File: config.mk
export PLATFORM = sky130hd
export DESIGN_NAME = addr_route_decoder
export DESIGN_NICKNAME = d
export VERILOG_FILES = /design/src/rtl/addr_route_decoder_pkg.sv /design/src/rtl/addr_route_decode_comb.sv /design/src/rtl/addr_route_decoder.sv
export SDC_FILE = /design/constraint.sdc
export NUM_CORES = 1
export LEC_CHECK = 0
export BUFFER_PORTS_ARGS = -buffer_cell sky130_fd_sc_hd__buf_4
export CELL_PAD_IN_SITES_DETAIL_PLACEMENT = 0
export CELL_PAD_IN_SITES_GLOBAL_PLACEMENT = 1
export CORE_MARGIN = 1
export CORE_UTILIZATION = 46
export CTS_BUF_LIST = sky130_fd_sc_hd__clkbuf_8
export CTS_CLUSTER_DIAMETER = 80
export DETAILED_ROUTE_END_ITERATION = 7
export GPL_ROUTABILITY_DRIVEN = 1
export PLACE_DENSITY = 0.85
export SYNTH_ARGS = -nofsm -noshare
export SYNTH_HDL_FRONTEND = slang
export SYNTH_HIERARCHICAL = 1
export SYNTH_SLANG_ARGS = --single-unit
File: constraint.sdc
create_clock -name clk -period 5.11 [get_ports clk]
set_clock_uncertainty 0.15 [all_clocks]
set_input_delay 1.022 -clock clk [delete_from_list [all_inputs] [get_ports clk]]
set_output_delay 1.022 -clock clk [all_outputs]
set_load 0.02 [all_outputs]
File: src/rtl/addr_route_decoder_pkg.sv
// Shared address package: request address layout, routing destinations and
// the decoded-route bundle passed from the decode logic to the pipeline.
`timescale 1ns/1ps
package addr_route_decoder_pkg;

    localparam int ADDR_W       = 27;
    localparam int RACK_ID_W    = 3;
    localparam int DEST_E_WIDTH = 4;
    localparam int OFFSET_W     = 23;

    typedef logic [ADDR_W-1:0]    addr_t;
    typedef logic [RACK_ID_W-1:0] rack_id_t;

    typedef enum logic {NON_ZAP = 1'b0, ZAP = 1'b1} IS_ZAP_E;
    typedef enum logic {MEM = 1'b0, CSR = 1'b1} IS_CSR_E;

    typedef enum logic [3:0] {
        ZB_NONE  = 4'd0,
        ZB_BLK1  = 4'd1,  ZB_BLK2  = 4'd2,  ZB_BLK3  = 4'd3,  ZB_BLK4  = 4'd4,
        ZB_BLK5  = 4'd5,  ZB_BLK6  = 4'd6,  ZB_BLK7  = 4'd7,  ZB_BLK8  = 4'd8,
        ZB_BLK9  = 4'd9,  ZB_BLK10 = 4'd10, ZB_BLK11 = 4'd11, ZB_BLK12 = 4'd12
    } ZAP_BLOCK_ID_E;

    typedef enum logic [2:0] {
        NZ_LEG     = 3'd0,
        NZ_TAX     = 3'd1,
        NZ_EGO     = 3'd2,
        NZ_RSVD    = 3'd3,
        NZ_ASH     = 3'd4,
        NZ_SIN     = 3'd5,
        NZ_RACK_ID = 3'd6,
        NZ_FOX     = 3'd7
    } NON_ZAP_BLOCK_ID_E;

    typedef enum logic [1:0] {
        RB_ICE  = 2'd0,
        RB_CRY  = 2'd1,
        RB_CUP  = 2'd2,
        RB_RSVD = 2'd3
    } RACK_BLOCK_ID_E;

    typedef enum logic [DEST_E_WIDTH-1:0] {
        DEST_ERR     = 4'd0,
        DEST_ZAP_MEM = 4'd1,
        DEST_ZAP_CSR = 4'd2,
        DEST_LEG     = 4'd3,
        DEST_TAX     = 4'd4,
        DEST_EGO     = 4'd5,
        DEST_ASH     = 4'd6,
        DEST_SIN     = 4'd7,
        DEST_FOX     = 4'd8,
        DEST_ICE     = 4'd9,
        DEST_CRY     = 4'd10,
        DEST_CUP     = 4'd11,
        DEST_UPLINK  = 4'd12
    } DEST_E;

    // Zap view of the address; job_addr is either a memory offset or a CSR job.
    typedef struct packed {
        IS_ZAP_E     is_zap;
        IS_CSR_E     is_csr;
        rack_id_t    rack_id;
        logic [2:0]  zap_id;
        logic [18:0] job_addr;
    } zap_addr_t;

    typedef struct packed {
        ZAP_BLOCK_ID_E zap_block_id;
        logic [14:0]   offset;
    } zap_csr_job_t;

    typedef struct packed {
        IS_ZAP_E           is_zap;
        NON_ZAP_BLOCK_ID_E non_zap_block_id;
        logic [22:0]       sub_addr;
    } non_zap_addr_t;

    typedef struct packed {
        rack_id_t       rack_id;
        RACK_BLOCK_ID_E rack_block_id;
        logic [2:0]     rack_block_inst_id;
        logic [14:0]    offset;
    } rack_sub_addr_t;

    typedef struct packed {
        DEST_E                dest;
        logic [2:0]           inst;
        ZAP_BLOCK_ID_E        sub_id;
        logic [OFFSET_W-1:0]  offset;
    } route_t;

    function automatic logic zap_csr_block_legal(input ZAP_BLOCK_ID_E id);
        return (id >= ZB_BLK1) && (id <= ZB_BLK12);
    endfunction

endpackage

File: src/rtl/addr_route_decode_comb.sv
// Pure-combinational address decode: maps a request address and the local
// rack ID onto a destination, instance, CSR sub-block and local offset.
`timescale 1ns/1ps
module addr_route_decode_comb
    import addr_route_decoder_pkg::*;
(
    input  addr_t    i_addr,
    input  rack_id_t i_rack_id,
    output route_t   o_route
);

    zap_addr_t      w_zap;
    zap_csr_job_t   w_csr;
    non_zap_addr_t  w_nz;
    rack_sub_addr_t w_rack;

    assign w_zap  = zap_addr_t'(i_addr);
    assign w_csr  = zap_csr_job_t'(w_zap.job_addr);
    assign w_nz   = non_zap_addr_t'(i_addr);
    assign w_rack = rack_sub_addr_t'(w_nz.sub_addr);

    always_comb begin
        // NOTE: defaulting the whole route first keeps every path assigned, so no latch is inferred.
        o_route      = '0;
        o_route.dest = DEST_ERR;

        if (w_nz.is_zap == ZAP) begin
            if (w_zap.rack_id != i_rack_id) begin
                o_route.dest = DEST_UPLINK;
            end else if (w_zap.is_csr == MEM) begin
                o_route.dest   = DEST_ZAP_MEM;
                o_route.inst   = w_zap.zap_id;
                o_route.offset = {4'b0, w_zap.job_addr};
            end else if (zap_csr_block_legal(w_csr.zap_block_id)) begin
                o_route.dest   = DEST_ZAP_CSR;
                o_route.inst   = w_zap.zap_id;
                o_route.sub_id = w_csr.zap_block_id;
                o_route.offset = {8'b0, w_csr.offset};
            end
        end else begin
            case (w_nz.non_zap_block_id)
                NZ_LEG: begin o_route.dest = DEST_LEG; o_route.offset = w_nz.sub_addr; end
                NZ_TAX: begin o_route.dest = DEST_TAX; o_route.offset = w_nz.sub_addr; end
                NZ_EGO: begin o_route.dest = DEST_EGO; o_route.offset = w_nz.sub_addr; end
                NZ_ASH: begin o_route.dest = DEST_ASH; o_route.offset = w_nz.sub_addr; end
                NZ_SIN: begin o_route.dest = DEST_SIN; o_route.offset = w_nz.sub_addr; end
                NZ_FOX: begin o_route.dest = DEST_FOX; o_route.offset = w_nz.sub_addr; end
                NZ_RACK_ID: begin
                    // Foreign-rack traffic is forwarded untouched; field checks belong to that rack.
                    if (w_rack.rack_id != i_rack_id) begin
                        o_route.dest = DEST_UPLINK;
                    end else begin
                        case (w_rack.rack_block_id)
                            RB_ICE: begin
                                if (w_rack.rack_block_inst_id == 3'd0) begin
                                    o_route.dest   = DEST_ICE;
                                    o_route.offset = {8'b0, w_rack.offset};
                                end
                            end
                            RB_CRY: begin
                                o_route.dest   = DEST_CRY;
                                o_route.inst   = w_rack.rack_block_inst_id;
                                o_route.offset = {8'b0, w_rack.offset};
                            end
                            RB_CUP: begin
                                o_route.dest   = DEST_CUP;
                                o_route.inst   = w_rack.rack_block_inst_id;
                                o_route.offset = {8'b0, w_rack.offset};
                            end
                            default: o_route.dest = DEST_ERR;
                        endcase
                    end
                end
                default: o_route.dest = DEST_ERR;
            endcase
        end
    end

endmodule

File: src/rtl/addr_route_decoder.sv
// One-deep valid/ready pipeline around the address decode, plus a saturating
// decode-error counter and a sticky first-error address capture.
`timescale 1ns/1ps
module addr_route_decoder
    import addr_route_decoder_pkg::*;
#(
    parameter int ERR_CNT_W = 16
)
(
    input  logic                 clk,
    input  logic                 rst_n,
    input  rack_id_t             i_rack_id,
    input  logic                 i_vld,
    output logic                 o_rdy,
    input  addr_t                i_addr,
    output logic                 o_vld,
    input  logic                 i_rdy,
    output addr_t                o_addr,
    output DEST_E                o_dest,
    output logic [2:0]           o_inst,
    output ZAP_BLOCK_ID_E        o_sub_id,
    output logic [OFFSET_W-1:0]  o_offset,
    output logic                 o_err,
    input  logic                 i_err_clr,
    output logic [ERR_CNT_W-1:0] o_err_cnt,
    output logic                 o_first_err_vld,
    output addr_t                o_first_err_addr
);

    route_t                w_route;
    logic                  w_load;
    logic                  w_err_load;

    logic                  r_vld;
    addr_t                 r_addr;
    route_t                r_route;
    logic                  r_err;
    logic [ERR_CNT_W-1:0]  r_err_cnt;
    logic                  r_first_err_vld;
    addr_t                 r_first_err_addr;

    addr_route_decode_comb u_decode (
        .i_addr    (i_addr),
        .i_rack_id (i_rack_id),
        .o_route   (w_route)
    );

    assign o_rdy      = !r_vld || i_rdy;
    assign w_load     = i_vld && o_rdy;
    assign w_err_load = w_load && (w_route.dest == DEST_ERR);

    // NOTE: sequential state uses non-blocking assignments so every register samples pre-edge values.
    always_ff @(posedge clk or negedge rst_n) begin
        if (!rst_n) begin
            r_vld   <= 1'b0;
            r_addr  <= '0;
            r_route <= '0;
            r_err   <= 1'b0;
        end else if (w_load) begin
            r_vld   <= 1'b1;
            r_addr  <= i_addr;
            r_route <= w_route;
            r_err   <= (w_route.dest == DEST_ERR);
        end else if (i_rdy) begin
            r_vld   <= 1'b0;
        end
    end

    // A clear coinciding with an error load restarts the statistics from that error.
    always_ff @(posedge clk or negedge rst_n) begin
        if (!rst_n) begin
            r_err_cnt        <= '0;
            r_first_err_vld  <= 1'b0;
            r_first_err_addr <= '0;
        end else if (i_err_clr) begin
            r_err_cnt       <= w_err_load ? ERR_CNT_W'(1) : '0;
            r_first_err_vld <= w_err_load;
            if (w_err_load) begin
                r_first_err_addr <= i_addr;
            end
        end else if (w_err_load) begin
            if (r_err_cnt != '1) begin
                r_err_cnt <= r_err_cnt + ERR_CNT_W'(1);
            end
            if (!r_first_err_vld) begin
                r_first_err_vld  <= 1'b1;
                r_first_err_addr <= i_addr;
            end
        end
    end

    assign o_vld            = r_vld;
    assign o_addr           = r_addr;
    assign o_dest           = r_route.dest;
    assign o_inst           = r_route.inst;
    assign o_sub_id         = r_route.sub_id;
    assign o_offset         = r_route.offset;
    assign o_err            = r_err;
    assign o_err_cnt        = r_err_cnt;
    assign o_first_err_vld  = r_first_err_vld;
    assign o_first_err_addr = r_first_err_addr;

endmodule

==> results of run 1 <==
## cells in the final DEF (no fill, tap or decap), drive strengths merged, types with 11 or more instances in the layout
cell type  netlist  final
dfrtp          107    107
buf             17    146
clkbuf           6     11
nor4            11     11
mux2            96     96
nand2           16     16
inv             10     12
a21boi          15     15
nor2            14     14
## cells by family after synthesis
logic type                 synth area share [%]
buffers and inverters                      3.19
adders and majority gates                 0.753
AOI/OAI and AO/OA                          7.86
and+or+nand+nor                            11.4
muxes                                      21.9
xor gates and xnor gates                   1.23
DFF                                        53.7
## metal layers
metal | GRT usage, % | part of all wire (%) | vias up
met3 | 6.13 | 6.8 | 7
met2 | 33.5 | 49 | 105
met4 | 8.04 | 1.1 | 0
li1 | - | - | 1673
met5 | 0 | 0 | -
met1 | 27.7 | 43 | 1760
## sequential cells by signal, indices dropped and copies added, names as in the netlist, 3 cells and up
| signal | flops |
|---|---|
| o_addr | 27 |
| o_inst | 3 |
| o_offset | 23 |
| o_first_err_addr | 27 |
| o_sub_id | 4 |
| o_err_cnt | 16 |
| o_dest | 4 |
## layout make-up
class,instances,share of cell area [%]
tap,136,2.69
clock buffer,11,2.39
clock inverter,4,0.672
multi-input combinational,250,34.0
timing repair buffer,146,17.3
sequential,107,42.3
inverter,10,0.593
## power breakdown
group | total, mW | internal (mW) | switching (mW)
Clock | 0.520 | 0.247 | 0.273
Combinational | 0.718 | 0.340 | 0.378
Sequential | 1.08 | 0.994 | 0.0833
Total | 2.31 | 1.58 | 0.734
## worst min-delay path by stage
stage	start	endpoint	slack, ns	cells after the start
CTS	o_err	o_err	0.34	2
floorplan	o_err	o_err	0.43	2
global placement	o_err	o_err	0.31	2
finish	o_err	o_err	0.34	2
global route	o_err	o_err	0.36	2
detailed placement	o_err	o_err	0.32	2
## stage by stage
stage	cell area, µm²	setup slack, ns
finish	6330	1.42
CTS	6330	1.45
detailed placement	6130	1.04
global route	6330	1.25
global placement	6130	1.16
floorplan	4980	1.65
## critical path, cell delays in order
cell and delay (ns):
buf_4 0.13, inv_1 0.11, ha_1 0.15, or4b_4 0.47
mux2i_1 0.18, a31oi_1 0.11, o22ai_1 0.30, nor4_4 0.11
and3_1 0.23, nand2_2 0.55, mux2_2 0.42
==> metrics.csv, run 1 <==
metric;value;unit
status;finished clean;
clock buffer depth;2;
top cells by area, synth;dfrtp_1 (54%), mux2_2 (21%), a21boi_2 (2.3%);
Initial Util;47.9;%
flops & latches, synth;107;
drt initial violations;85;
maximum VDD drop;0.000208;V
via count;3545;
Initial DRT Pass Iterations;4;
Slew Viols, Final;0;
final setup TNS;0;ns
share of cells above drive strength 1;52.1;%
first-pass GRT wire length;18600;µm
Final period util;72.1;%
Die H;106;µm
critical path type;input port to register;
# clock sinks;107;
sequential area share after synthesis;53.7;%
Clk Latency, worst-skew pair;0.37;ns
WHS;0.335;ns
final instance count without filler cells;664;
reg2reg path depth;5;
vias in the first global route;3591;
Cell Rows;37;
cell count after synthesis;390;
Distinct cells, synth;52;
number of synthesized flops with an enable pin;0;
final global-route overflow total;0;
Via density;5.34;
FILL cells;864;
WP data arrival;3.79;ns
total track usage;21.2;%
CTS root buf;clkbuf_8;
Final ANT Viol Nets;0;
final core utilization;60.7;%
area of the multi-input gates;0.00215;mm²
final WL;11400;µm
top cell type's share of synthesized area;53.7;%
Die W;106;µm
minimum clock period after layout;3.69;ns
initial antenna violation count;0;
asr flop ratio synth;100;%
Least-Margin Pin Slew;1.01;ns
sequential cell area;0.00268;mm²
fmax;0.271;GHz
Placed Cells;649;
Power Total;2.31;mW
Die ar.;0.0113;mm²
Crit Path Max Fanout;27;
total CTS buffers;9;
count leader, synth;dfrtp_1;
H-tree depth;3;
routability cong.;0.789;
Syn Std Cell Area;0.00498;mm²
top_reg_cell synth;dfrtp_1;
Leak;3.04;nW
largest area contributor in the netlist;dfrtp_1;
post-DR wirelength/cell;17.2;µm
P per Cell Area;366;mW/mm²
CP startpoint kind;input port;
post-DP HPWL;7970;µm
Worst R2R Setup Slack;2.67;ns
cts repair resizes;0;
CP startpoint;i_addr[19];
final setup fails;0;
Synth top cells by count;dfrtp_1 (107), mux2_2 (95), buf_2 (15), nand2_1 (15), nor2_1 (14);
number of inserted diodes;0;
CTS tree;yes;
MaxCap Viol Count;0;
CTS Hold Bufs;0;
RSZ-0062 raised after global routing;false;
Post-CTS Setup Inserts;0;
# DRC;0;
clock slew at reported path FFs;0.09;ns
Avg Inst Size Synth;12.8;µm²
Synthesized Nets;428;
crit path capture type;register;
Core ar.;0.0104;mm²
IO Count;143;
largest net degree at the start of global routing;81;
WP data required;5.21;ns
Slew HR;32.7;%
worst flop-to-flop path endpoint;o_err_cnt[11];
final hold vios;0;
IO Port Bufs;142;
FF-to-FF Start;o_err_cnt[0];
CP endpoint;o_first_err_addr[26];
Synthesis Warnings;6;
Layout Nets;562;
Hold Path Class;register to register;
area grow syn2layout;26.9;%
No activity file was read; power rests on OpenSTA's default activity.
==> run 2: changes to the inputs <==
- CORE_UTILIZATION: 46 -> 42
- PLACE_DENSITY: 0.85 -> 0.79
- clock period: 5.11 -> 3.8 ns (I/O delays scaled with it)
==> run 2 against run 1 <==
Compared with the run above: routed wire length rose by 3.0%; largest power group unchanged; sequential share of layout area fell by 0.48 points; worst setup slack got worse by 0.84 ns; critical endpoint is now o_err_cnt[15]; largest cell class unchanged; highest routed layer unchanged; the flow now finishes with violations (design-rule violations); via count rose by 3.2%; combinational power rose by 35%; power rose by 38%.
==> metrics.csv, run 2 (synthesis results as in run 1) <==
metric;value;unit
status;finished, violations left;
violated checks;design-rule violations;
H-tree depth;3;
Final ANT Viol Nets;0;
Initial DRT Pass Iterations;6;
CTS Hold Bufs;0;
Via density;5.42;
final setup TNS;0;ns
fmax;0.311;GHz
Die ar.;0.0123;mm²
Post-CTS Setup Inserts;0;
IO Port Bufs;142;
MaxCap Viol Count;0;
vias in the first global route;3694;
P per Cell Area;499;mW/mm²
final setup fails;0;
post-DR wirelength/cell;17.4;µm
Cell Rows;39;
crit path capture type;register;
share of cells above drive strength 1;52.8;%
CTS root buf;clkbuf_8;
Initial Util;43.3;%
total CTS buffers;9;
Die H;111;µm
final hold vios;0;
# clock sinks;107;
Setup WS pre-CTS;0.211;ns
# DRC;16;
DR WL met2;5370;µm
Die W;111;µm
cts repair resizes;0;
CP startpoint kind;input port;
drt initial violations;209;
Max Used Layer;met4;
Final period util;84.5;%
WP data required;3.93;ns
critical path type;input port to register;
minimum clock period after layout;3.21;ns
routability cong.;0.820;
final WL;11800;µm
area grow syn2layout;28.4;%
via count;3657;
IO Count;143;
most frequent cells in the layout;buf_4 (148), dfrtp_1 (107), mux2_2 (95), nor2_1 (14), nand2_1 (14);
most common cell after layout, fill and taps aside;buf_4;
Core ar.;0.0115;mm²
RSZ-0062 raised after global routing;false;
WP data arrival;3.34;ns
CTS tree;yes;
initial antenna violation count;0;
WHS;0.265;ns
Slew HR;19.9;%
DR WL met3;858;µm
Hold Path Class;input port to async pin;
clock buffer depth;2;
final core utilization;55.6;%
final global-route overflow total;0;
Clk Latency, worst-skew pair;0.38;ns
Layout Nets;565;
final setup margin;0.588;ns
Slew Viols, Final;0;
number of inserted diodes;0;
largest net degree at the start of global routing;108;
maximum VDD drop;0.000299;V
first-pass GRT wire length;19000;µm
Leak;3.06;nW
post-DP HPWL;8080;µm
Least-Margin Pin Slew;1.20;ns
metal1 wirelength;5310;µm
clock slew at reported path FFs;0.10;ns
total track usage;19.8;%
Crit Path Max Fanout;22;
==> run 2: cell types whose count changed in the layout (fill, tap and decap cells not counted), sizes merged <==
cell	previous run	this run
clkinvlp	0	1
buf	146	149
clkbuf	11	9
clkinv	1	2
bufinv	1	2
==> run 2: area by class of cell <==
class                           instances  area [µm²]
Fill cell                             982        5120
Timing Repair Buffer                  149        1130
Clock buffer                            9         124
Inverter                               10        37.5
Multi-Input combinational cell        250        2150
Sequential cell                       107        2680
Tap cell                              143         179
Clock inverter                          7        98.8
==> run 2: report_power, final <==
group | internal [mW] | switching, mW
Sequential | 1.34 | 0.111
Combinational | 0.459 | 0.507
Clock | 0.376 | 0.401
==> run 2: critical path, cell delays in order <==
cell,delay (ns)
buf_4,0.11
inv_1,0.08
ha_1,0.18
or4b_4,0.21
mux2i_1,0.08
a31oi_1,0.18
o22ai_1,0.15
nor4_4,0.38
nand3_2,0.40
nor4_1,0.45
mux2_2,0.37
==> run 2: through the flow <==
step	power, mW	instances	area, µm²
after floorplan	1.98	390	4980
after global placement	2.43	659	6180
after detailed placement	2.45	659	6180
after CTS	3.24	675	6400
after global routing	3.35	675	6400
final	3.19	675	6400
==> run 2: worst paths after layout <==
| path | startpoint | end | slack (ns) | cells after the start |
|---|---|---|---|---|
| setup / recovery | i_addr[19] | o_err_cnt[15] | 0.59 | 11 |
| hold / removal | rst_n | o_addr[17] | 0.27 | 2 |
| setup reg to reg | o_err_cnt[0] | o_err_cnt[15] | 1.35 | 5 |
| hold reg to reg | o_err | o_err | 0.34 | 2 |
| max in group asynchronous | rst_n | o_offset[6] | 2.77 | 2 |
| min in group clk | o_err | o_err | 0.34 | 2 |
==> run 2: per-layer routing <==
layer / up-vias / GRT usage (%)
met5: - / 0
met4: 0 / 8.86
met3: 15 / 6.12
met2: 121 / 29.6
met1: 1841 / 26.5
li1: 1680 / -
==> run 3: changes to the inputs <==
- CORE_UTILIZATION: 42 -> 38
- PLACE_DENSITY: 0.79 -> 0.75
- clock period: 3.8 -> 2.7 ns (I/O delays scaled with it)
==> run 3 against run 2 <==
Compared with the run above: the flow now finishes without violations; sequential cell count unchanged; worst setup slack worse by 0.47 ns; routed wire length rose by 6.4%; critical endpoint is now o_first_err_addr[8]; die area increased by 10%.
==> metrics.csv, run 3 (synthesis results as in run 1) <==
metric;value;unit
WHS;0.248;ns
initial antenna violation count;0;
Initial Util;39.2;%
CP startpoint;i_addr[18];
Crit Path Max Fanout;17;
final global-route overflow total;0;
Die ar.;0.0136;mm²
largest net degree at the start of global routing;46;
Slew Viols, Final;0;
H-tree depth;3;
Initial DRT Pass Iterations;4;
WP data required;2.82;ns
Final ANT Viol Nets;0;
area grow syn2layout;37.8;%
Leak;3.29;nW
critical path type;input port to register;
# clock sinks;107;
total track usage;19.4;%
final instance count without filler cells;744;
CP endpoint;o_first_err_addr[8];
share of cells above drive strength 1;58.0;%
Die H;117;µm
crit path capture type;register;
minimum clock period after layout;2.59;ns
fmax;0.387;GHz
vias in the first global route;3824;
Die W;117;µm
Via density;5.06;
final WL;12500;µm
P per Cell Area;655;mW/mm²
MaxCap Viol Count;0;
fin area;0.00687;mm²
clock share of power;22.7;%
status;finished clean;
FILL cells;1177;
Worst R2R Setup Slack;0.20;ns
area of placed instances;0.00663;mm²
RSZ-0062 raised after global routing;false;
post-DP HPWL;9220;µm
routability cong.;0.824;
Cell Rows;41;
Layout Nets;606;
most frequent cells in the layout;buf_4 (184), dfrtp_1 (107), mux2_2 (95), nor2_1 (14), nand2_1 (14);
via count;3765;
clock buffer depth;2;
drt initial violations;183;
WP data arrival;2.71;ns
CTS root buf;clkbuf_8;
post-DR wirelength/cell;16.8;µm
switch share;33.0;%
Core ar.;0.0127;mm²
total CTS buffers;9;
Clk Latency, worst-skew pair;0.38;ns
Switch Pwr;1.49;mW
FF-to-FF Start;o_err_cnt[0];
Placed Cells;727;
CP startpoint kind;input port;
combinational power share;31.9;%
most common cell after layout, fill and taps aside;buf_4;
Slew HR;42.8;%
power share of the sequential group;45.4;%
IO Count;143;
reg2reg path depth;5;
Least-Margin Pin Slew;0.859;ns
IO Port Bufs;142;
number of inserted diodes;0;
final hold vios;0;
CTS tree;yes;
Final period util;95.8;%
worst flop-to-flop path endpoint;o_err_cnt[9];
Power Total;4.50;mW
# DRC;0;
first-pass GRT wire length;20000;µm
maximum VDD drop;0.000495;V
Hold Path Class;input port to register;
cell-internal power;3.01;mW
final setup fails;0;
clock slew at reported path FFs;0.11;ns
==> run 3: layout make-up <==
type | instances | area, µm² | share of cell area, %
Sequential cell | 107 | 2680 | 39.0
Multi-Input combinational cell | 250 | 2250 | 32.8
Timing Repair Buffer | 190 | 1490 | 21.7
Tap cell | 172 | 215 | 3.13
Clock buffer | 9 | 124 | 1.80
Clock inverter | 6 | 72.6 | 1.06
Inverter | 10 | 37.5 | 0.546
==> run 3: how the worst min path moves through the flow <==
stage	from	end	slack, ns	cells after the start
4_1_cts	i_addr[11]	o_first_err_addr[11]	0.23	2
3_5_place_dp	rst_n	o_err_cnt[5]	0.33	1
5_1_grt	i_addr[10]	o_first_err_addr[10]	0.23	2
6_report	i_addr[11]	o_first_err_addr[11]	0.25	2
3_3_place_gp	o_err	o_err	0.32	2
2_1_floorplan	rst_n	o_addr[0]	0.09	0
==> run 3: routing by layer <==
layer  routed length (µm)  global-route usage [%]
met1                 5790                    26.4
met2                 5780                    29.8
met3                  750                    5.24
met4                  196                    6.92
met5                    0                       0
==> run 3: stage by stage <==
| step | utilization (%) | setup slack (ns) | TNS, ns |
|---|---|---|---|
| floorplan | - | -0.0549 | -1.17 |
| global placement | 52.1 | -0.228 | -7.81 |
| detailed placement | 52.1 | -0.305 | -10.83 |
| CTS | 53.7 | 0.123 | 0 |
| global route | 54.0 | 0.0137 | 0 |
| finish | 54.0 | 0.114 | 0 |
==> run 3: timing repair <==
| item | CTS | global route |
|---|---|---|
| endpoints found under the setup margin | 0 | 3 |
| hold buffers | 1 | 0 |
| hold endpoints to repair | 22 | 0 |
| setup buffers | 0 | 1 |
| resized for setup | 0 | 4 |
==> run 3: power groups by stage <==
stage	Combinational, mW	Sequential, mW	Clock, mW
2_1_floorplan	0.394	2.40	0
3_3_place_gp	1.43	2.06	0
3_5_place_dp	1.45	2.07	0
4_1_cts	1.45	2.05	1.05
5_1_grt	1.53	2.08	1.11
6_report	1.43	2.04	1.02
==> run 3: critical path, stage by stage <==
cell and delay (ns):
buf_4 0.12, inv_1 0.07, ha_1 0.14, or4b_4 0.46, mux2i_1 0.16, a31oi_1 0.12
o22ai_2 0.19, nor4_4 0.07, and3_1 0.22, nand2_4 0.10, buf_12 0.16, mux2_2 0.34
